<file path="src/rtl/dm_arb_pkg.sv">
// Shared types and default sizes for the data-memory arbiter slice.
package dm_arb_pkg;

  localparam int AW_DEF       = 16;
  localparam int DW_DEF       = 32;
  localparam int DEPTH_DEF    = 32;
  localparam int MAX_HOLD_DEF = 4;

  typedef enum logic [1:0] {
    IDLE   = 2'd0,
    ACCESS = 2'd1,
    RESP   = 2'd2
  } state_e;

  typedef enum logic {
    OWNER_M0 = 1'b0,
    OWNER_M1 = 1'b1
  } owner_e;

endpackage

</file>
<file path="src/rtl/dm_arb_if.sv">
// One requester's port onto the data-memory arbiter: request/ack handshake,
// access payload, lock hint and the returned read data / error flag.
interface dm_arb_if
  import dm_arb_pkg::*;
#(
  parameter int AW = AW_DEF,
  parameter int DW = DW_DEF
) ();

  logic          req;
  logic          we;
  logic [AW-1:0] addr;
  logic [DW-1:0] wd;
  logic          lock;
  logic          ack;
  logic [DW-1:0] rd;
  logic          err;

  modport master (
    output req, we, addr, wd, lock,
    input  ack, rd, err
  );

  modport slave (
    input  req, we, addr, wd, lock,
    output ack, rd, err
  );

endinterface

</file>
<file path="src/rtl/rr_arb2.sv">
// Combinational two-way pick for the data-memory arbiter. A locked owner that
// is still under its hold limit and still requesting keeps the port; otherwise
// a single requester wins outright and a tie goes to the master that was not
// served last.
module rr_arb2
  import dm_arb_pkg::*;
(
  input  logic   req0_i,
  input  logic   req1_i,
  input  owner_e last_i,
  input  owner_e owner_i,
  input  logic   lock_i,
  input  logic   holdOk_i,
  output logic   valid_o,
  output owner_e winner_o,
  output logic   locked_o
);

  logic ownerReq;

  // Winner selection: lock extension first, then round-robin.
  always_comb begin
    ownerReq = (owner_i == OWNER_M0) ? req0_i : req1_i;
    valid_o  = req0_i | req1_i;
    winner_o = owner_i;
    locked_o = 1'b0;
    if (lock_i && holdOk_i && ownerReq) begin
      winner_o = owner_i;
      locked_o = 1'b1;
    end else if (req0_i && req1_i) begin
      winner_o = (last_i == OWNER_M0) ? OWNER_M1 : OWNER_M0;
    end else if (req0_i) begin
      winner_o = OWNER_M0;
    end else if (req1_i) begin
      winner_o = OWNER_M1;
    end
  end

endmodule

</file>
<file path="src/rtl/dm_arbiter.sv">
// Two-requester arbiter for the single data-memory port. m0 is the core
// load/store unit, m1 a secondary master. Each access runs IDLE -> ACCESS ->
// RESP, so a request is acked two cycles after it is first seen.
// Optional feature macro: DM_ARB_RANGE_CHK_EN (addresses >= DEPTH are refused
// with an error ack instead of reaching the memory).
module dm_arbiter
  import dm_arb_pkg::*;
#(
  parameter int AW       = AW_DEF,
  parameter int DW       = DW_DEF,
  parameter int DEPTH    = DEPTH_DEF,
  parameter int MAX_HOLD = MAX_HOLD_DEF
) (
  input  logic          clk,
  input  logic          rst_n,
  dm_arb_if.slave       m0,
  dm_arb_if.slave       m1,
  output logic          dm_we,
  output logic [AW-1:0] dm_addr,
  output logic [DW-1:0] dm_wd,
  input  logic [DW-1:0] dm_rd
);

  localparam int            HW       = $clog2(MAX_HOLD + 1);
  localparam logic [HW-1:0] MaxHoldW = HW'(MAX_HOLD);
  localparam logic [AW:0]   DepthW   = (AW + 1)'(DEPTH);
`ifdef DM_ARB_RANGE_CHK_EN
  localparam logic RangeChkEn = 1'b1;
`else
  localparam logic RangeChkEn = 1'b0;
`endif

  state_e        state_q;
  owner_e        owner_q;
  owner_e        last_q;
  logic [HW-1:0] holdCnt_q;
  logic          ack0_q, ack1_q;
  logic          err0_q, err1_q;
  logic [DW-1:0] rd0_q, rd1_q;

  logic          ownReq, ownWe, ownLock;
  logic [AW-1:0] ownAddr;
  logic [DW-1:0] ownWd;
  logic          rangeErr;
  logic          holdOk;
  logic          pickValid, pickLocked;
  owner_e        pickWinner;

  // Route the current owner's request fields onto shared internal nets.
  always_comb begin
    if (owner_q == OWNER_M0) begin
      ownReq  = m0.req;
      ownWe   = m0.we;
      ownAddr = m0.addr;
      ownWd   = m0.wd;
      ownLock = m0.lock;
    end else begin
      ownReq  = m1.req;
      ownWe   = m1.we;
      ownAddr = m1.addr;
      ownWd   = m1.wd;
      ownLock = m1.lock;
    end
  end

  // Out-of-range detection only matters when the range check is built in.
  assign rangeErr = RangeChkEn & ({1'b0, ownAddr} >= DepthW);
  assign holdOk   = (holdCnt_q < MaxHoldW);

  rr_arb2 u_pick (
    .req0_i   (m0.req),
    .req1_i   (m1.req),
    .last_i   (last_q),
    .owner_i  (owner_q),
    .lock_i   (ownLock),
    .holdOk_i (holdOk),
    .valid_o  (pickValid),
    .winner_o (pickWinner),
    .locked_o (pickLocked)
  );

  // Memory port is driven only during ACCESS so reset drops it immediately.
  always_comb begin
    dm_we   = 1'b0;
    dm_addr = '0;
    dm_wd   = '0;
    if (state_q == ACCESS) begin
      dm_addr = ownAddr;
      dm_wd   = ownWd;
      dm_we   = ownWe & ownReq & ~rangeErr;
    end
  end

  // Arbitration FSM with registered ack, read data and error outputs.
  always_ff @(posedge clk or negedge rst_n) begin
    if (!rst_n) begin
      state_q   <= IDLE;
      owner_q   <= OWNER_M0;
      last_q    <= OWNER_M1;
      holdCnt_q <= '0;
      ack0_q    <= 1'b0;
      ack1_q    <= 1'b0;
      err0_q    <= 1'b0;
      err1_q    <= 1'b0;
      rd0_q     <= '0;
      rd1_q     <= '0;
    end else begin
      ack0_q <= 1'b0;
      ack1_q <= 1'b0;
      err0_q <= 1'b0;
      err1_q <= 1'b0;
      case (state_q)
        IDLE: begin
          if (pickValid) begin
            owner_q   <= pickWinner;
            holdCnt_q <= pickLocked ? holdCnt_q + 1'b1 : '0;
            state_q   <= ACCESS;
          end
        end
        ACCESS: begin
          if (!ownReq) begin
            state_q <= IDLE;
          end else begin
            state_q <= RESP;
            if (owner_q == OWNER_M0) begin
              ack0_q <= 1'b1;
              err0_q <= rangeErr;
              rd0_q  <= rangeErr ? '0 : dm_rd;
            end else begin
              ack1_q <= 1'b1;
              err1_q <= rangeErr;
              rd1_q  <= rangeErr ? '0 : dm_rd;
            end
          end
        end
        RESP: begin
          last_q  <= owner_q;
          state_q <= IDLE;
        end
        default: state_q <= IDLE;
      endcase
    end
  end

  assign m0.ack = ack0_q;
  assign m0.err = err0_q;
  assign m0.rd  = rd0_q;
  assign m1.ack = ack1_q;
  assign m1.err = err1_q;
  assign m1.rd  = rd1_q;

endmodule

</file>
<file path="src/flat_wrapper.sv">
// flat-port wrapper written by rule: the top's interface ports become plain ports
module dm_arbiter_flat import dm_arb_pkg::*;
#(
  parameter int AW       = AW_DEF,
  parameter int DW       = DW_DEF,
  parameter int DEPTH    = DEPTH_DEF,
  parameter int MAX_HOLD = MAX_HOLD_DEF
)
  (clk, rst_n, dm_we, dm_addr, dm_wd, dm_rd, m0_req, m0_we, m0_addr, m0_wd, m0_lock, m0_ack, m0_rd, m0_err, m1_req, m1_we, m1_addr, m1_wd, m1_lock, m1_ack, m1_rd, m1_err);
  dm_arb_if #(.AW(AW), .DW(DW)) m0_i ();
  dm_arb_if #(.AW(AW), .DW(DW)) m1_i ();
  input  logic clk;
  input  logic rst_n;
  output logic dm_we;
  output logic [AW-1:0] dm_addr;
  output logic [DW-1:0] dm_wd;
  input  logic [DW-1:0] dm_rd;
  input wire logic [$bits(m0_i.req)-1:0] m0_req;
  input wire logic [$bits(m0_i.we)-1:0] m0_we;
  input wire logic [$bits(m0_i.addr)-1:0] m0_addr;
  input wire logic [$bits(m0_i.wd)-1:0] m0_wd;
  input wire logic [$bits(m0_i.lock)-1:0] m0_lock;
  output wire logic [$bits(m0_i.ack)-1:0] m0_ack;
  output wire logic [$bits(m0_i.rd)-1:0] m0_rd;
  output wire logic [$bits(m0_i.err)-1:0] m0_err;
  input wire logic [$bits(m1_i.req)-1:0] m1_req;
  input wire logic [$bits(m1_i.we)-1:0] m1_we;
  input wire logic [$bits(m1_i.addr)-1:0] m1_addr;
  input wire logic [$bits(m1_i.wd)-1:0] m1_wd;
  input wire logic [$bits(m1_i.lock)-1:0] m1_lock;
  output wire logic [$bits(m1_i.ack)-1:0] m1_ack;
  output wire logic [$bits(m1_i.rd)-1:0] m1_rd;
  output wire logic [$bits(m1_i.err)-1:0] m1_err;
  assign m0_i.req = m0_req;
  assign m0_i.we = m0_we;
  assign m0_i.addr = m0_addr;
  assign m0_i.wd = m0_wd;
  assign m0_i.lock = m0_lock;
  assign m0_ack = m0_i.ack;
  assign m0_rd = m0_i.rd;
  assign m0_err = m0_i.err;
  assign m1_i.req = m1_req;
  assign m1_i.we = m1_we;
  assign m1_i.addr = m1_addr;
  assign m1_i.wd = m1_wd;
  assign m1_i.lock = m1_lock;
  assign m1_ack = m1_i.ack;
  assign m1_rd = m1_i.rd;
  assign m1_err = m1_i.err;
  dm_arbiter #(.AW(AW), .DW(DW), .DEPTH(DEPTH), .MAX_HOLD(MAX_HOLD)) u_core (.clk(clk), .rst_n(rst_n), .m0(m0_i), .m1(m1_i), .dm_we(dm_we), .dm_addr(dm_addr), .dm_wd(dm_wd), .dm_rd(dm_rd));
endmodule
</file>
<file path="config.mk">
export PLATFORM = sky130hd
export DESIGN_NAME = dm_arbiter_flat
export DESIGN_NICKNAME = d
export VERILOG_FILES = /design/src/rtl/dm_arb_pkg.sv /design/src/rtl/dm_arb_if.sv /design/src/rtl/rr_arb2.sv /design/src/rtl/dm_arbiter.sv /design/src/flat_wrapper.sv
export SDC_FILE = /design/constraint.sdc
export NUM_CORES = 1
export LEC_CHECK = 0
export ABC_AREA = 0
export CAP_MARGIN = 30
export CORE_MARGIN = 4
export CORE_UTILIZATION = 30
export DETAILED_ROUTE_END_ITERATION = 6
export HOLD_SLACK_MARGIN = 0.03
export PLACE_DENSITY = 0.69
export SYNTH_ARGS = -nofsm -noshare
export SYNTH_HDL_FRONTEND = slang
export SYNTH_HIERARCHICAL = 1
export SYNTH_SLANG_ARGS = --single-unit
</file>
<file path="constraint.sdc">
create_clock -name clk -period 3.8 [get_ports clk]
set_input_delay 0.76 -clock clk [delete_from_list [all_inputs] [get_ports clk]]
set_output_delay 0.76 -clock clk [all_outputs]
set_load 0.005 [all_outputs]
</file>
# == Yosys cells after proc, flatten, opt, wreduce, memory -nomap -nowiden ==
# Cells that the tools add are included.
# classes
n_bitwise,4
reduce_logical,9
mux,23
addsub,1
magnitude_cmp,1
eq_ne,3
# op_table
cell,n
2-to-1 mux 32 bit,2
2-to-1 mux 16 bit,2
2-to-1 mux 1 bit,15
AND reduction 3 bit,2
2-to-1 mux 2 bit,2
one-hot mux 2 bit (2 select lines),1
AND reduction 4 bit,1
"adder 3 x 1 -> 3 bit, second input constant",1
logical AND 1 bit,3
"less-than comparator 3 bit, second input constant",1
2-to-1 mux 3 bit,1
nonzero test 3 bit,1
"== test 2 x 1 -> 1 bit, second input constant",1
"== test 2 bit, second input constant",1
logical NOT 2 bit,1
"inequality test 2 x 1 -> 1 bit, second input constant",1
NOT 1 bit,2
AND reduction 2 bit,1
AND 1 bit,1
bitwise OR 1 bit,1
# word_totals
out_inout_bits,117
in_bits,136
ff_bits,73
wordCells,49

# == Longest topological paths before layout ==
# Gate-level depths: netlist (run 1).
# depth
ltp_word,5
depth_mapped,6
mapped_depth_nobuf,6

# == Cells and area by module ==
# Netlist (run 1), hierarchy kept.
# by_module_without_submodules
mod,cells_each,seq_area_each_um2,area_per_inst_um2,n_inst
dm_arbiter,232,1828.0,3326.9,1
rr_arb2,9,0.0,53.8,1

# == Least setup slack after synthesis (run 1) ==
# No wires, ideal clock.
# synth_timing
path_type,flip-flop to output port
startpoint,register u_core.owner_q
endpoint,output port dm_addr[14]
required_ns,3.040
arrival_time_ns,1.360
stages_incl_launch_ff,5
n_path_buf,2
slack_ns,1.680
path_cell_list,dfrtp_1 -> nor3b_2 -> buf_2 -> buf_2 -> a22o_1
# synth_between
elab_chain_cells,2
# synth_lines
item,line_no,text
start: declaration,dm_arbiter.sv:34,owner_e owner_q;
start signal: assignment,dm_arbiter.sv:115,owner_q <= pickWinner;
2-to-1 mux 16 bit,dm_arbiter.sv:51,if (owner_q == OWNER_M0) begin
2-to-1 mux 16 bit,dm_arbiter.sv:87,if (state_q == ACCESS) begin
end: declaration,flat_wrapper.sv:15,output logic [AW-1:0] dm_addr;
# Every way passes these cells.

# == Worst setup path in the final report (run 1) ==
# layout_timing
startpoint,register u_core.owner_q
endpoint,output port dm_wd[20]
# layout_between
elab_chain_cells,2
# layout_lines
item,line_no,text
2-to-1 mux 32 bit,dm_arbiter.sv:51,
2-to-1 mux 32 bit,dm_arbiter.sv:87,
end: declaration,flat_wrapper.sv:16,output logic [DW-1:0] dm_wd;
# Every way passes these cells.

==> impl_metrics.json, run 1 <==
{
  "outcome": "completed",
  "path_clk_slew_ns": 0.06,
  "grt_max_degree": 74,
  "overflow": 0,
  "ys_seq_area_share_pct": 54.1,
  "regToRegSetupSlack_ns": 1.94,
  "portBuffers": 250,
  "power_density_mw_per_mm2": 747,
  "worstSetupStartpoint": "u_core/owner_q",
  "peakVddDrop_v": 0.000614,
  "setup_viol": 0,
  "skew_ns": 0.00503,
  "power.leakage_nw": 2.64,
  "hold_depth": 1,
  "drv_cap": 0,
  "hold_violations": 0,
  "reg2reg_depth": 4,
  "syn_area_mm2": 0.00338,
  "syn_to_final_growth_pct": 85.2,
  "drcViolationCount": 0,
  "grt_pass1_wl_mm": 17.6,
  "ff_latch_area_mm2": 0.00183,
  "multi_input_area_mm2": 0.00141,
  "die_y_um": 114,
  "r2r-start": "u_core/owner_q",
  "avgSynthCellArea_um2": 14.0,
  "crit_type": "flip-flop to output pin",
  "period_needed_ns": 3.13,
  "cts_hold_buffers": 0,
  "worst_hold_slack_ns": 0.488,
  "place.gp.congestion": 0.955,
  "ys_ff_latch": 73,
  "post_cts_resized": 0,
  "io_pins": 253,
  "cp_max_fo": 48,
  "fmax_mhz": 319,
  "cts_root_buffer": "clkbuf_16",
  "grt_usage_pct": 17.5,
  "drv_slew": 0,
  "fin_tns_setup_ns": 0,
  "core-area_mm2": 0.0109,
  "antenna_found_initial": 0,
  "cts_buffer_depth": 2,
  "hold_path_end": "u_core/m1.rd[11]",
  "antenna_left": 0,
  "cp-start-kind": "flip-flop",
  "min_path_type": "flip-flop to flip-flop",
  "fillers": 952,
  "antennaDiodeCount": 0,
  "avgViaCountPerCell": 4.71,
  "ys_warn_count": 6,
  "cts_max_level": 3,
  "dp_hpwl_mm": 9.41,
  "start_util_pct": 30.9,
  "grt_setup_unrepaired": "no",
  "drtIter0Drc": 124,
  "required_ns": 3.04,
  "worst_slew_pin_slew_ns": 0.910,
  "regToRegEndpoint": "u_core/m1.rd[2]",
  "syn_inst": 241,
  "cts_setup_buffers": 0,
  "layout_common_cells": "clkdlybuf4s50_1 (249), dfrtp_1 (72), a22o_1 (48)",
  "cts_tree": "built",
  "clock_latency_ns": 0.32,
  "yosysUniqueCellTypes": 28,
  "post_drt_wl_per_cell_um": 18.9,
  "clock-sinks": 73,
  "grt_pass1_vias": 3274,
  "slew_headroom_pct": 39.4,
  "nets": 624,
  "firstDrtPassIters": 6,
  "drive_above_1_share_pct": 14.5,
  "cts_buffers": 9,
  "cp-end-kind": "output pin",
  "num_vias": 2969,
  "die-area_mm2": 0.0130,
  "crit_arrival_ns": 2.37,
  "fin_crit_sh_pct": 82.4,
  "min_from": "u_core/m1.rd[11]",
  "die_x_um": 114,
  "final_common_cell": "clkdlybuf4s50_1",
  "num_rows": 38,
  "drt_wl_total_mm": 11.9
}
-- registers in the layout, indices dropped and copies added, names as in the netlist --
name              count
u_core/m0.rd         32
u_core/m1.rd         32
u_core/holdCnt_q      3
u_core/state_q        2
u_core/last_q         1
u_core/m0.ack         1
u_core/m1.ack         1
u_core/owner_q        1
-- final cells by class --
| class | count | area share [%] |
|---|---|---|
| clock buffer | 12 | 4.10 |
| sequential | 73 | 29.2 |
| clock inverter | 3 | 0.639 |
| tap | 140 | 2.80 |
| multi-input combinational | 144 | 22.6 |
| timing repair buffer | 253 | 40.3 |
| inverter | 6 | 0.400 |
-- Yosys cell counts --
| cell type | number | area [um^2] |
|---|---|---|
| a22o_1 | 48 | 420 |
| mux2i_1 | 3 | 30.0 |
| buf_4 | 2 | 15.0 |
| o21ai_0 | 2 | 10.0 |
| or3_1 | 1 | 6.26 |
| mux2_4 | 10 | 150 |
| buf_2 | 7 | 35.0 |
| or2_2 | 1 | 6.26 |
| nand2_1 | 6 | 22.5 |
| inv_4 | 1 | 6.26 |
| dfstp_2 | 1 | 26.3 |
| and3b_1 | 1 | 8.76 |
| conb_1 | 1 | 3.75 |
| a21oi_1 | 3 | 15.0 |
| or3b_1 | 1 | 8.76 |
| mux2_1 | 22 | 248 |
| dfrtp_1 | 72 | 1800 |
| o221ai_1 | 1 | 8.76 |
| mux2_2 | 35 | 394 |
| nor2_1 | 1 | 3.75 |
| nand2b_1 | 2 | 12.5 |
| nand2_2 | 1 | 6.26 |
| nand2_4 | 2 | 22.5 |
| inv_1 | 5 | 18.8 |
| ha_1 | 1 | 12.5 |
| buf_6 | 5 | 56.3 |
| nor3b_2 | 1 | 12.5 |
| clkbuf_1 | 5 | 18.8 |
-- how the worst max path moves through the flow --
stage                  end  slack [ns]  cells past startpoint
2_1_floorplan  dm_addr[14]        1.68                      4
3_3_place_gp         dm_we        0.81                      4
3_5_place_dp         dm_we        0.79                      4
4_1_cts          dm_wd[20]        0.64                      4
5_1_grt          dm_wd[20]        0.53                      4
6_report         dm_wd[20]        0.67                      4
-- layer usage --
metal | up-vias | share of wire (%) | GRT usage, %
li1 | 1380 | - | -
met1 | 1408 | 36 | 17.6
met2 | 162 | 50 | 31.5
met3 | 19 | 12 | 8.03
met4 | 0 | 2.8 | 6.89
met5 | - | 0 | 0
-- metrics by stage --
step / utilization (%) / instance area, um^2 / std cells / total power [mW] / setup WS [ns]
2_1_floorplan: - / 3380 / 242 / 2.37 / 1.68
3_3_place_gp: 54.5 / 5960 / 616 / 3.84 / 0.814
3_5_place_dp: 54.5 / 5960 / 616 / 3.88 / 0.793
4_1_cts: 57.3 / 6260 / 631 / 4.75 / 0.643
5_1_grt: 57.3 / 6260 / 631 / 4.96 / 0.528
6_report: 57.3 / 6260 / 631 / 4.68 / 0.668
-- cells by family (layout without fill, tap and decap cells) --
family	count (synthesis)	count (layout)	synth area share, %
AOI/OAI and AO/OA	54	54	13.4
other	1	2	0.111
and+or+nand+nor	17	17	3.26
adders and majority gates	1	1	0.370
muxes	70	70	24.3
DFF	73	73	54.1
buffers and inverters	25	274	4.44
-- worst max-delay path: stages, from the launching register on --
cell,delay [ns]
dfrtp_1,0.50
nor3b_4,0.28
buf_4,0.47
a22o_1,0.26
clkdlybuf4s50_1,0.52
-- where the power goes --
group          internal (mW)  total [mW]  switching [mW]
logic                   1.64        2.46           0.817
clock network          0.538       0.834           0.296
registers               1.17        1.39           0.217
(Power assumes the default switching activity.)
==> run 2, diff against run 1 <==
Clock period 3.8 ns to 2.9 ns, I/O delays scaled along.
==> impl_metrics.json, run 2 (synthesized netlist as in run 1, its figures left out) <==
{
  "die_x_um": 114,
  "path_clk_slew_ns": 0.06,
  "portBuffers": 250,
  "setup_viol": 0,
  "cp_slowest_cell": "clkdlybuf4s50_1",
  "final_area_mm2": 0.00627,
  "die_y_um": 114,
  "path_cells": "and3b_2 -> buf_12 -> a22o_1 -> clkdlybuf4s50_1",
  "layout_common_cells": "clkdlybuf4s50_1 (249), dfrtp_1 (72), a22o_1 (48)",
  "worst_hold_slack_ns": 0.385,
  "skew_ns": 0.00633,
  "nets": 625,
  "antenna_found_initial": 2,
  "r2r-start": "u_core/owner_q",
  "drive_above_1_share_pct": 14.4,
  "start_util_pct": 30.9,
  "fmax_mhz": 363,
  "overflow": 0,
  "clkPwrFrac_pct": 16.2,
  "final_util_pct": 57.3,
  "power.leakage_nw": 2.63,
  "die-area_mm2": 0.0130,
  "crit_type": "flip-flop to output pin",
  "post_dp_cell_area_mm2": 0.00600,
  "power_density_mw_per_mm2": 972,
  "period_needed_ns": 2.76,
  "drt_wl_total_mm": 12.2,
  "drcViolationCount": 0,
  "cp-start-kind": "flip-flop",
  "cts_max_level": 3,
  "clock_latency_ns": 0.33,
  "drtIter0Drc": 124,
  "core-area_mm2": 0.0109,
  "cp-end-kind": "output pin",
  "slew_headroom_pct": 38.7,
  "grt_max_degree": 74,
  "reg2reg_depth": 6,
  "post_cts_resized": 0,
  "worst_slew_pin_slew_ns": 0.919,
  "cts_setup_buffers": 0,
  "final_common_cell": "clkdlybuf4s50_1",
  "outcome": "completed",
  "dp_hpwl_mm": 9.51,
  "switching_share_pct": 29.1,
  "fin_crit_sh_pct": 95.1,
  "peakVddDrop_v": 0.000609,
  "syn_to_final_growth_pct": 85.3,
  "antenna_left": 0,
  "drv_cap": 0,
  "post_drt_wl_per_cell_um": 19.2,
  "fin_tns_setup_ns": 0,
  "cts_hold_buffers": 0,
  "avgViaCountPerCell": 4.71,
  "crit_arrival_ns": 2.18,
  "grt_pass1_wl_mm": 18.1,
  "cp_max_fo": 49,
  "grt_pass1_vias": 3261,
  "netSwitchingPower_mw": 1.77,
  "cts_root_buffer": "clkbuf_16",
  "clock-sinks": 73,
  "fillers": 943,
  "place.gp.congestion": 0.974,
  "cts_buffers": 9,
  "critPathMaxStageDelay_ns": 0.59,
  "min_path_type": "input pin to async pin",
  "num_rows": 38,
  "num_vias": 2983,
  "cts_buffer_depth": 2,
  "pwr-share-comb_pct": 53.9,
  "pwr-share-seq_pct": 30.0,
  "drv_slew": 0,
  "io_pins": 253,
  "p_total_mw": 6.09,
  "cts_tree": "built",
  "required_ns": 2.32,
  "grt_setup_unrepaired": "no",
  "hold_violations": 0,
  "regToRegEndpoint": "u_core/m0.rd[9]",
  "grt_usage_pct": 18.2,
  "regToRegSetupSlack_ns": 0.82,
  "firstDrtPassIters": 4,
  "power.internal_mw": 4.32
}
run 2: changes by cell type in the layout (fill, tap and decap cells not counted), sizes merged:
cell and delta:
buf +1, bufinv -1, clkinvlp +1, diode +2
run 2: worst max-delay path: cells and delay by family (launching register included):
family / cells / cell delay [ns]
AO/OA/AOI/OAI: 1 / 0.17
AND/OR/NAND/NOR: 1 / 0.27
flip-flops: 1 / 0.57
buffers and inverters: 2 / 0.82
run 2: power by group through the flow:
stage / logic (mW) / registers, mW / clock network (mW)
final: 3.28 / 1.82 / 0.985
after floorplan: 1.26 / 1.84 / 0
after detailed placement: 3.32 / 1.83 / 0
after CTS: 3.34 / 1.83 / 1.02
after global routing: 3.52 / 1.90 / 1.07
after global placement: 3.29 / 1.80 / 0
run 2: stage by stage:
| stage | std cells | setup WS [ns] |
|---|---|---|
| floorplan | 242 | 0.960 |
| global placement | 617 | 0.415 |
| detailed placement | 617 | 0.387 |
| CTS | 632 | 0.117 |
| global route | 634 | 0.0813 |
| finish | 634 | 0.142 |
run 2: layout make-up:
cell class | instances | area, um^2 | share of cell area (%)
clock buffer | 12 | 246 | 3.93
multi-input combinational | 144 | 1410 | 22.6
timing repair buffer | 254 | 2550 | 40.8
antenna | 2 | 5.00 | 0.0799
sequential | 73 | 1830 | 29.2
tap | 140 | 175 | 2.80
inverter | 6 | 25.0 | 0.399
clock inverter | 3 | 17.5 | 0.280
run 2: metal layers:
layer / up-vias / GRT usage [%] / routed length, um
met1: 1416 / 19.8 / 4530
met3: 25 / 7.19 / 1270
met4: 0 / 8.31 / 409
met2: 161 / 31.1 / 5960
li1: 1381 / - / -
met5: - / 0 / 0
run 2: worst max path at each step:
stage	start	endpoint
3_3_place_gp	m0_req	dm_we
3_5_place_dp	m0_req	dm_we
2_1_floorplan	u_core/owner_q	dm_addr[14]
4_1_cts	u_core/owner_q	dm_wd[25]
6_report	u_core/owner_q	dm_wd[25]
5_1_grt	u_core/owner_q	dm_we
